<file path="src/rtl/spo2_ratio_calc.sv">
// Ratio-of-ratios SpO2 estimator: R = (AC_red*DC_ir)/(AC_ir*DC_red) via a bit-serial
// restoring divider, then a linear calibration map clamped to 0..100 %.
module spo2_ratio_calc #(
   parameter int unsigned AW        = 22,
   parameter int unsigned FRAC_BITS = 10,
   parameter int unsigned R_W       = 16,
   parameter int unsigned SPO2_A    = 110,
   parameter int unsigned SPO2_B    = 25
) (
   input  logic           clk,
   input  logic           reset,
   input  logic           new_comp_DV,
   input  logic           comp_led_sel,
   input  logic [AW-1:0]  AC_component,
   input  logic [AW-1:0]  DC_component,
   output logic [R_W-1:0] ratio_R,
   output logic [6:0]     spo2_pct,
   output logic           spo2_dv,
   output logic           div_zero,
   output logic           overrun,
   output logic           busy
);

   localparam int unsigned NUM_W = 2 * AW + FRAC_BITS;
   localparam int unsigned DEN_W = 2 * AW;
   localparam int unsigned CNT_W = $clog2(NUM_W + 1);
   localparam int unsigned T_W   = R_W + 8;

   typedef enum logic [1:0] {StIdle, StMult, StDiv, StMap} state_t;

   state_t           state_q;
   logic [AW-1:0]    red_ac_q, red_dc_q, ir_ac_q, ir_dc_q;
   logic             red_valid_q;
   logic [NUM_W-1:0] num_q;   // numerator, shifted out MSB first while quotient shifts in
   logic [DEN_W-1:0] den_q;
   logic [DEN_W-1:0] rem_q;
   logic             dz_q;
   logic [CNT_W-1:0] cnt_q;

   logic [DEN_W:0]   rem_shift;
   logic [DEN_W-1:0] rem_sub;
   logic             rem_ge;
   logic [R_W-1:0]   r_sat;
   logic [T_W-1:0]   t_full, t_int, s_pos;
   logic [6:0]       pct;

   always_comb begin
      rem_shift = {rem_q, num_q[NUM_W-1]};
      rem_ge    = rem_shift >= {1'b0, den_q};
      rem_sub   = rem_shift[DEN_W-1:0] - den_q;
      r_sat     = (dz_q || (|num_q[NUM_W-1:R_W])) ? '1 : num_q[R_W-1:0];
      t_full    = T_W'(SPO2_B) * T_W'(r_sat);
      t_int     = t_full >> FRAC_BITS;
      s_pos     = '0;
      pct       = '0;
      if (t_int < T_W'(SPO2_A)) begin
         s_pos = T_W'(SPO2_A) - t_int;
         pct   = (s_pos > T_W'(100)) ? 7'd100 : s_pos[6:0];
      end
   end

   assign busy = (state_q != StIdle);

   always_ff @(posedge clk or posedge reset) begin
      if (reset) begin
         state_q     <= StIdle;
         red_ac_q    <= '0;
         red_dc_q    <= '0;
         ir_ac_q     <= '0;
         ir_dc_q     <= '0;
         red_valid_q <= 1'b0;
         num_q       <= '0;
         den_q       <= '0;
         rem_q       <= '0;
         dz_q        <= 1'b0;
         cnt_q       <= '0;
         ratio_R     <= '0;
         spo2_pct    <= '0;
         spo2_dv     <= 1'b0;
         div_zero    <= 1'b0;
         overrun     <= 1'b0;
      end else begin
         spo2_dv  <= 1'b0;
         div_zero <= 1'b0;
         overrun  <= 1'b0;
         if (new_comp_DV && !comp_led_sel) begin
            red_ac_q    <= AC_component;
            red_dc_q    <= DC_component;
            red_valid_q <= 1'b1;
         end
         if (new_comp_DV && comp_led_sel && state_q != StIdle) begin
            overrun <= 1'b1;
         end
         unique case (state_q)
            StIdle: begin
               if (new_comp_DV && comp_led_sel && red_valid_q) begin
                  ir_ac_q     <= AC_component;
                  ir_dc_q     <= DC_component;
                  red_valid_q <= 1'b0;
                  state_q     <= StMult;
               end
            end
            StMult: begin
               num_q   <= {DEN_W'(red_ac_q) * DEN_W'(ir_dc_q), {FRAC_BITS{1'b0}}};
               den_q   <= DEN_W'(ir_ac_q) * DEN_W'(red_dc_q);
               cnt_q   <= '0;
               state_q <= StDiv;
            end
            StDiv: begin
               // Step 0 latches the zero-divisor flag and clears the remainder; NUM_W steps follow.
               if (cnt_q == '0) begin
                  dz_q  <= (den_q == '0);
                  rem_q <= '0;
               end else begin
                  rem_q <= rem_ge ? rem_sub : rem_shift[DEN_W-1:0];
                  num_q <= {num_q[NUM_W-2:0], rem_ge};
               end
               cnt_q <= cnt_q + 1'b1;
               if (cnt_q == CNT_W'(NUM_W)) begin
                  state_q <= StMap;
               end
            end
            StMap: begin
               ratio_R  <= r_sat;
               spo2_pct <= pct;
               spo2_dv  <= 1'b1;
               div_zero <= dz_q;
               state_q  <= StIdle;
            end
            default: state_q <= StIdle;
         endcase
      end
   end

endmodule
</file>
<file path="config.mk">
export PLATFORM = sky130hd
export DESIGN_NAME = spo2_ratio_calc
export DESIGN_NICKNAME = d
export VERILOG_FILES = /design/src/rtl/spo2_ratio_calc.sv
export SDC_FILE = /design/constraint.sdc
export NUM_CORES = 2
export LEC_CHECK = 0
export CAP_MARGIN = 25
export CELL_PAD_IN_SITES_DETAIL_PLACEMENT = 0
export CELL_PAD_IN_SITES_GLOBAL_PLACEMENT = 2
export CORE_ASPECT_RATIO = 0.7
export CORE_MARGIN = 2
export CORE_UTILIZATION = 42
export CTS_BUF_LIST = sky130_fd_sc_hd__clkbuf_4 sky130_fd_sc_hd__clkbuf_8 sky130_fd_sc_hd__clkbuf_16
export DETAILED_ROUTE_END_ITERATION = 7
export PLACE_DENSITY = 0.85
export SLEW_MARGIN = 10
export SYNTH_ARGS = -nofsm -noshare
export SYNTH_HDL_FRONTEND = slang
export SYNTH_SLANG_ARGS = --single-unit
</file>
<file path="constraint.sdc">
create_clock -name clk -period 12.23 [get_ports clk]
set_clock_uncertainty 0.1 [all_clocks]
set_input_delay 2.446 -clock clk [delete_from_list [all_inputs] [get_ports clk]]
set_output_delay 2.446 -clock clk [all_outputs]
set_load 0.02 [all_outputs]
</file>
==> results by stage <==
Worst setup path:
- The worst setup path is captured at a flop.
- For the worst setup path, the data required time is 12.63 ns.
- The largest single stage delay on the critical path is 1.04 ns.
- The family of cells with the greatest summed delay on the critical path is adder cells.
- The slowest stage of the critical path is the sky130_fd_sc_hd__dfrtp_1 cell.
- The critical path starts at ir_dc_q[11]$_DFFE_PP0P_.
- STA puts the critical path data arrival time at 8.71 ns.
- The critical path is of the flop to flop type.
- The worst-path maximum fanout is 23.
- The worst flop-to-flop path startpoint is ir_dc_q[11]$_DFFE_PP0P_.
- STA classifies the critical path startpoint as a flop.
- The critical path buffer and inverter count is 7.

Run:
- The count of max-cap constraint violations is 0.

Synth:
- For this run, the leading register cell type out of synthesis is sky130_fd_sc_hd__dfrtp_1.
- The number of storage elements in the synthesis netlist is 266.
- The number of warning messages in the yosys log is 0.
- The post-synthesis instance total is 5041.
- In this run the cell area of the synthesized design comes to 0.0460 sq mm.
- The number of synthesized flops with an enable pin is 0.
- The synthesized area divided by synthesized cell count is 9.12 sq um.
- The sequential cell area fraction in the yosys report is 14.5%.
- For this run, asynchronously set or reset flops after synthesis account for 100%.
- The number of distinct library cells after synthesis is 74.
- The net count of the mapped netlist is 6317.

STA:
- The routed design could run at a clock period as short as 8.30 ns.
- For the pin with the worst max-slew slack, the measured transition is 1.13 ns.
- The highest attainable clock frequency is 120 MHz.
- The worst pin sits at a relative slew slack of 24.7%.
- Dividing the final minimum period by the clock period gives 67.9%.
- The hold violation total from the final report is 0.
- Setup violations remaining at the end of the flow were counted as 0.
- Setup repair after global routing left no endpoint under its margin.
- After layout, the worst setup slack is 3.93 ns.
- The number of max-slew violations in the final report is 0.
- The post-route setup TNS is 0 ns.

Floorplanning:
- The die span in x is 399 microns.
- The count of standard-cell rows is 101.
- The initial cell density of the core is 42.4%.
- 75 I/O pins were placed.
- The die span in y is 281 microns.
- The die covers 0.112 sq mm.
- The placeable core region is 0.108 sq mm.

Worst hold path:
- The launch point of the worst hold path is spo2_pct[3]$_DFFE_PP0P_.
- The path class of the lowest-slack min-delay path is flop to flop.

GRT:
- The total overflow reported by the global router is 0.
- Entering global routing, the biggest net connects 95 pins.
- The first global-routing pass estimated 212000 microns of wire.
- The number of antenna violations at the first check in global routing is 4.
- The total track usage is 24.5%.
- The via count of the first global-routing pass is 35.1k.

Run status:
- The run finished with clean final reports.

Finish:
- The growth of design area from synthesis to finish is 7.35%.
- Once layout is complete, the utilization of the core stands at 45.5%.
- The fraction of layout instances using a drive strength above 1 is 4.91%.
- For this run, the number of standard cells in the final layout without fillers is 6429.
- In the layout the commonest cells are sky130_fd_sc_hd__inv_1, sky130_fd_sc_hd__nand2_1, sky130_fd_sc_hd__fa_1, sky130_fd_sc_hd__ha_1, sky130_fd_sc_hd__dfrtp_1.
- The count of nets after finishing is 6243.
- The most frequent standard cell in the layout excluding fill and tap cells is sky130_fd_sc_hd__inv_1.

Detailed routing:
- The violation count after the first detailed-routing iteration is 2678.
- The count of unresolved DRC violations after routing is 0.
- Summed over all layers, the routed wires come to 132000 microns.
- After detailed routing, the average wire length per cell comes to 20.5 microns.
- The post-detailed-route count of antenna-violating nets is 0.
- Before antenna repair, the detailed router went through 5 iterations.
- The vias after detailed routing is 34.0k.
- In the routed layout, each cell is associated on average with a via count of 5.28.

Clocking:
- The sink count of the clock tree is 266.
- The number of CTS-inserted buffers is 29.
- The post-CTS setup buffer count is 0.
- The count of H-tree levels built during CTS is 1.
- Hold repair after CTS inserted 0 buffers.
- For the worst-skew pair, the clock arrives at the later sink with an insertion delay of 0.64 ns.
- The maximum clock insertion buffer count is 3.
- The clock slew seen by the registers of the worst setup and hold paths is 0.07 ns.
- TritonCTS built the clock tree.
- The number of gates resized after CTS was 0.
- The cell at the root of the clock tree is sky130_fd_sc_hd__clkbuf_16.

Power:
- Across the VDD grid, the largest voltage drop is 109 uV.
- The standby leakage power is 23.9 nW.
- The power density over the cells is 44.1 mW/mm^2.

Placement:
- The HPWL reported at the end of detailed placement is 103000 microns.
- Including well taps, the total number of placed cells is 6363.
- OpenSTA, run right after detailed placement, puts the worst setup slack at 4.00 ns.
- Buffers placed on the I/O ports in this run total 74.
- The routability-driven placement congestion ratio is 0.861.
state kept, by name, summed over array words and instances (netlist names):
register and cells:
spo2_pct 7, state_q 2, den_q 44, div_zero 1, ir_dc_q 22, red_ac_q 22
cnt_q 6, ratio_R 16, dz_q 1, ir_ac_q 22, num_q 54, rem_q 44
red_dc_q 22, red_valid_q 1, spo2_dv 1, overrun 1
report_power, final:
part	internal, mW	total [mW]	switching, mW
combinational	0.0589	0.219	0.161
clock	0.532	0.956	0.424
sequential	0.899	1.00	0.102
total	1.49	2.18	0.687
final cells by class:
| type | count | area (sq um) |
|---|---|---|
| fill | 10500 | 59100 |
| antenna | 1 | 2.50 |
| clock buffer | 39 | 813 |
| timing repair buffer | 138 | 1490 |
| sequential | 266 | 6660 |
| multi-input combinational | 3542 | 34700 |
| clock inverter | 11 | 156 |
| inverter | 990 | 3720 |
| tap | 1442 | 1800 |
cells by family (layout without fill, tap and decap cells):
logic type,after synthesis,after routing,share of synthesized area [%]
simple gates,1445,1445,14.5
buf+inv,1233,1178,10.1
fa+ha+maj,1228,1228,46.6
compound gates,595,595,8.49
flops,266,266,14.5
mux,152,152,3.58
xor+xnor,122,122,2.33
other cells,0,1,0
worst paths after layout:
| kind | to | slack (ns) | depth (start not counted) |
|---|---|---|---|
| worst max-delay path | num_q[50]$_DFFE_PP0P_ | 3.93 | 26 |
| worst min-delay path | spo2_pct[3]$_DFFE_PP0P_ | 0.40 | 1 |
| worst max register to register | num_q[50]$_DFFE_PP0P_ | 3.93 | 26 |
| worst min register to register | spo2_pct[3]$_DFFE_PP0P_ | 0.40 | 1 |
| max in group asynchronous | red_dc_q[17]$_DFFE_PP0P_ | 7.50 | 4 |
| min in group asynchronous | spo2_pct[3]$_DFFE_PP0P_ | 2.21 | 2 |
cells in the mapped netlist (35+ instances only):
master	number	area share, %
sky130_fd_sc_hd__nand2_1	856	7.0
sky130_fd_sc_hd__mux2_2	99	2.4
sky130_fd_sc_hd__a21oi_1	160	1.7
sky130_fd_sc_hd__fa_1	803	35
sky130_fd_sc_hd__nor2_1	95	0.78
sky130_fd_sc_hd__and2_1	253	3.4
sky130_fd_sc_hd__o21ai_0	125	1.4
sky130_fd_sc_hd__a21o_1	81	1.3
sky130_fd_sc_hd__nor3_1	35	0.38
sky130_fd_sc_hd__nand3_1	41	0.45
sky130_fd_sc_hd__dfrtp_1	266	14
sky130_fd_sc_hd__xor2_1	51	0.97
sky130_fd_sc_hd__xnor2_1	71	1.4
sky130_fd_sc_hd__clkbuf_1	228	1.9
sky130_fd_sc_hd__ha_1	425	12
sky130_fd_sc_hd__inv_1	989	8.1
sky130_fd_sc_hd__mux2i_1	53	1.2
routing by layer:
metal | wire, microns | vias to the layer above | GRT usage (%)
met5 | 83 | - | 0.479
met4 | 1640 | 4 | 3.10
li1 | - | 15500 | -
met3 | 12500 | 86 | 6.79
met2 | 49500 | 1169 | 31.6
met1 | 68100 | 17200 | 40.3
worst register-to-register path, cell delays in order, from the launching register on:
cell                      delay [ns]
sky130_fd_sc_hd__dfrtp_1        1.04
sky130_fd_sc_hd__nand2_1        0.21
sky130_fd_sc_hd__fa_1           0.59
sky130_fd_sc_hd__inv_1          0.06
sky130_fd_sc_hd__fa_1           0.47
sky130_fd_sc_hd__inv_1          0.05
sky130_fd_sc_hd__fa_1           0.50
sky130_fd_sc_hd__inv_1          0.05
sky130_fd_sc_hd__fa_1           0.53
sky130_fd_sc_hd__inv_1          0.05
sky130_fd_sc_hd__fa_1           0.48
sky130_fd_sc_hd__inv_1          0.06
sky130_fd_sc_hd__fa_1           0.50
sky130_fd_sc_hd__inv_1          0.06
sky130_fd_sc_hd__fa_1           0.49
sky130_fd_sc_hd__inv_1          0.05
sky130_fd_sc_hd__ha_1           0.35
sky130_fd_sc_hd__a21o_1         0.20
sky130_fd_sc_hd__a21o_1         0.18
sky130_fd_sc_hd__a21oi_1        0.14
sky130_fd_sc_hd__o21ai_0        0.16
sky130_fd_sc_hd__o31ai_1        0.78
sky130_fd_sc_hd__a21oi_1        0.25
sky130_fd_sc_hd__nor3_1         0.28
sky130_fd_sc_hd__mux2i_1        0.21
sky130_fd_sc_hd__a21oi_1        0.07
sky130_fd_sc_hd__a221o_1        0.27
through the flow:
step	power [mW]	instance area, sq um	hold WS (ns)
detailed placement	1.21	48000	0.380
CTS	2.17	49000	0.408
global route	2.25	49300	0.431
global placement	1.21	48000	0.383
floorplan	1.07	46000	0.363
finish	2.18	49300	0.396
Note: power is estimated with default switching activity, not from simulation.
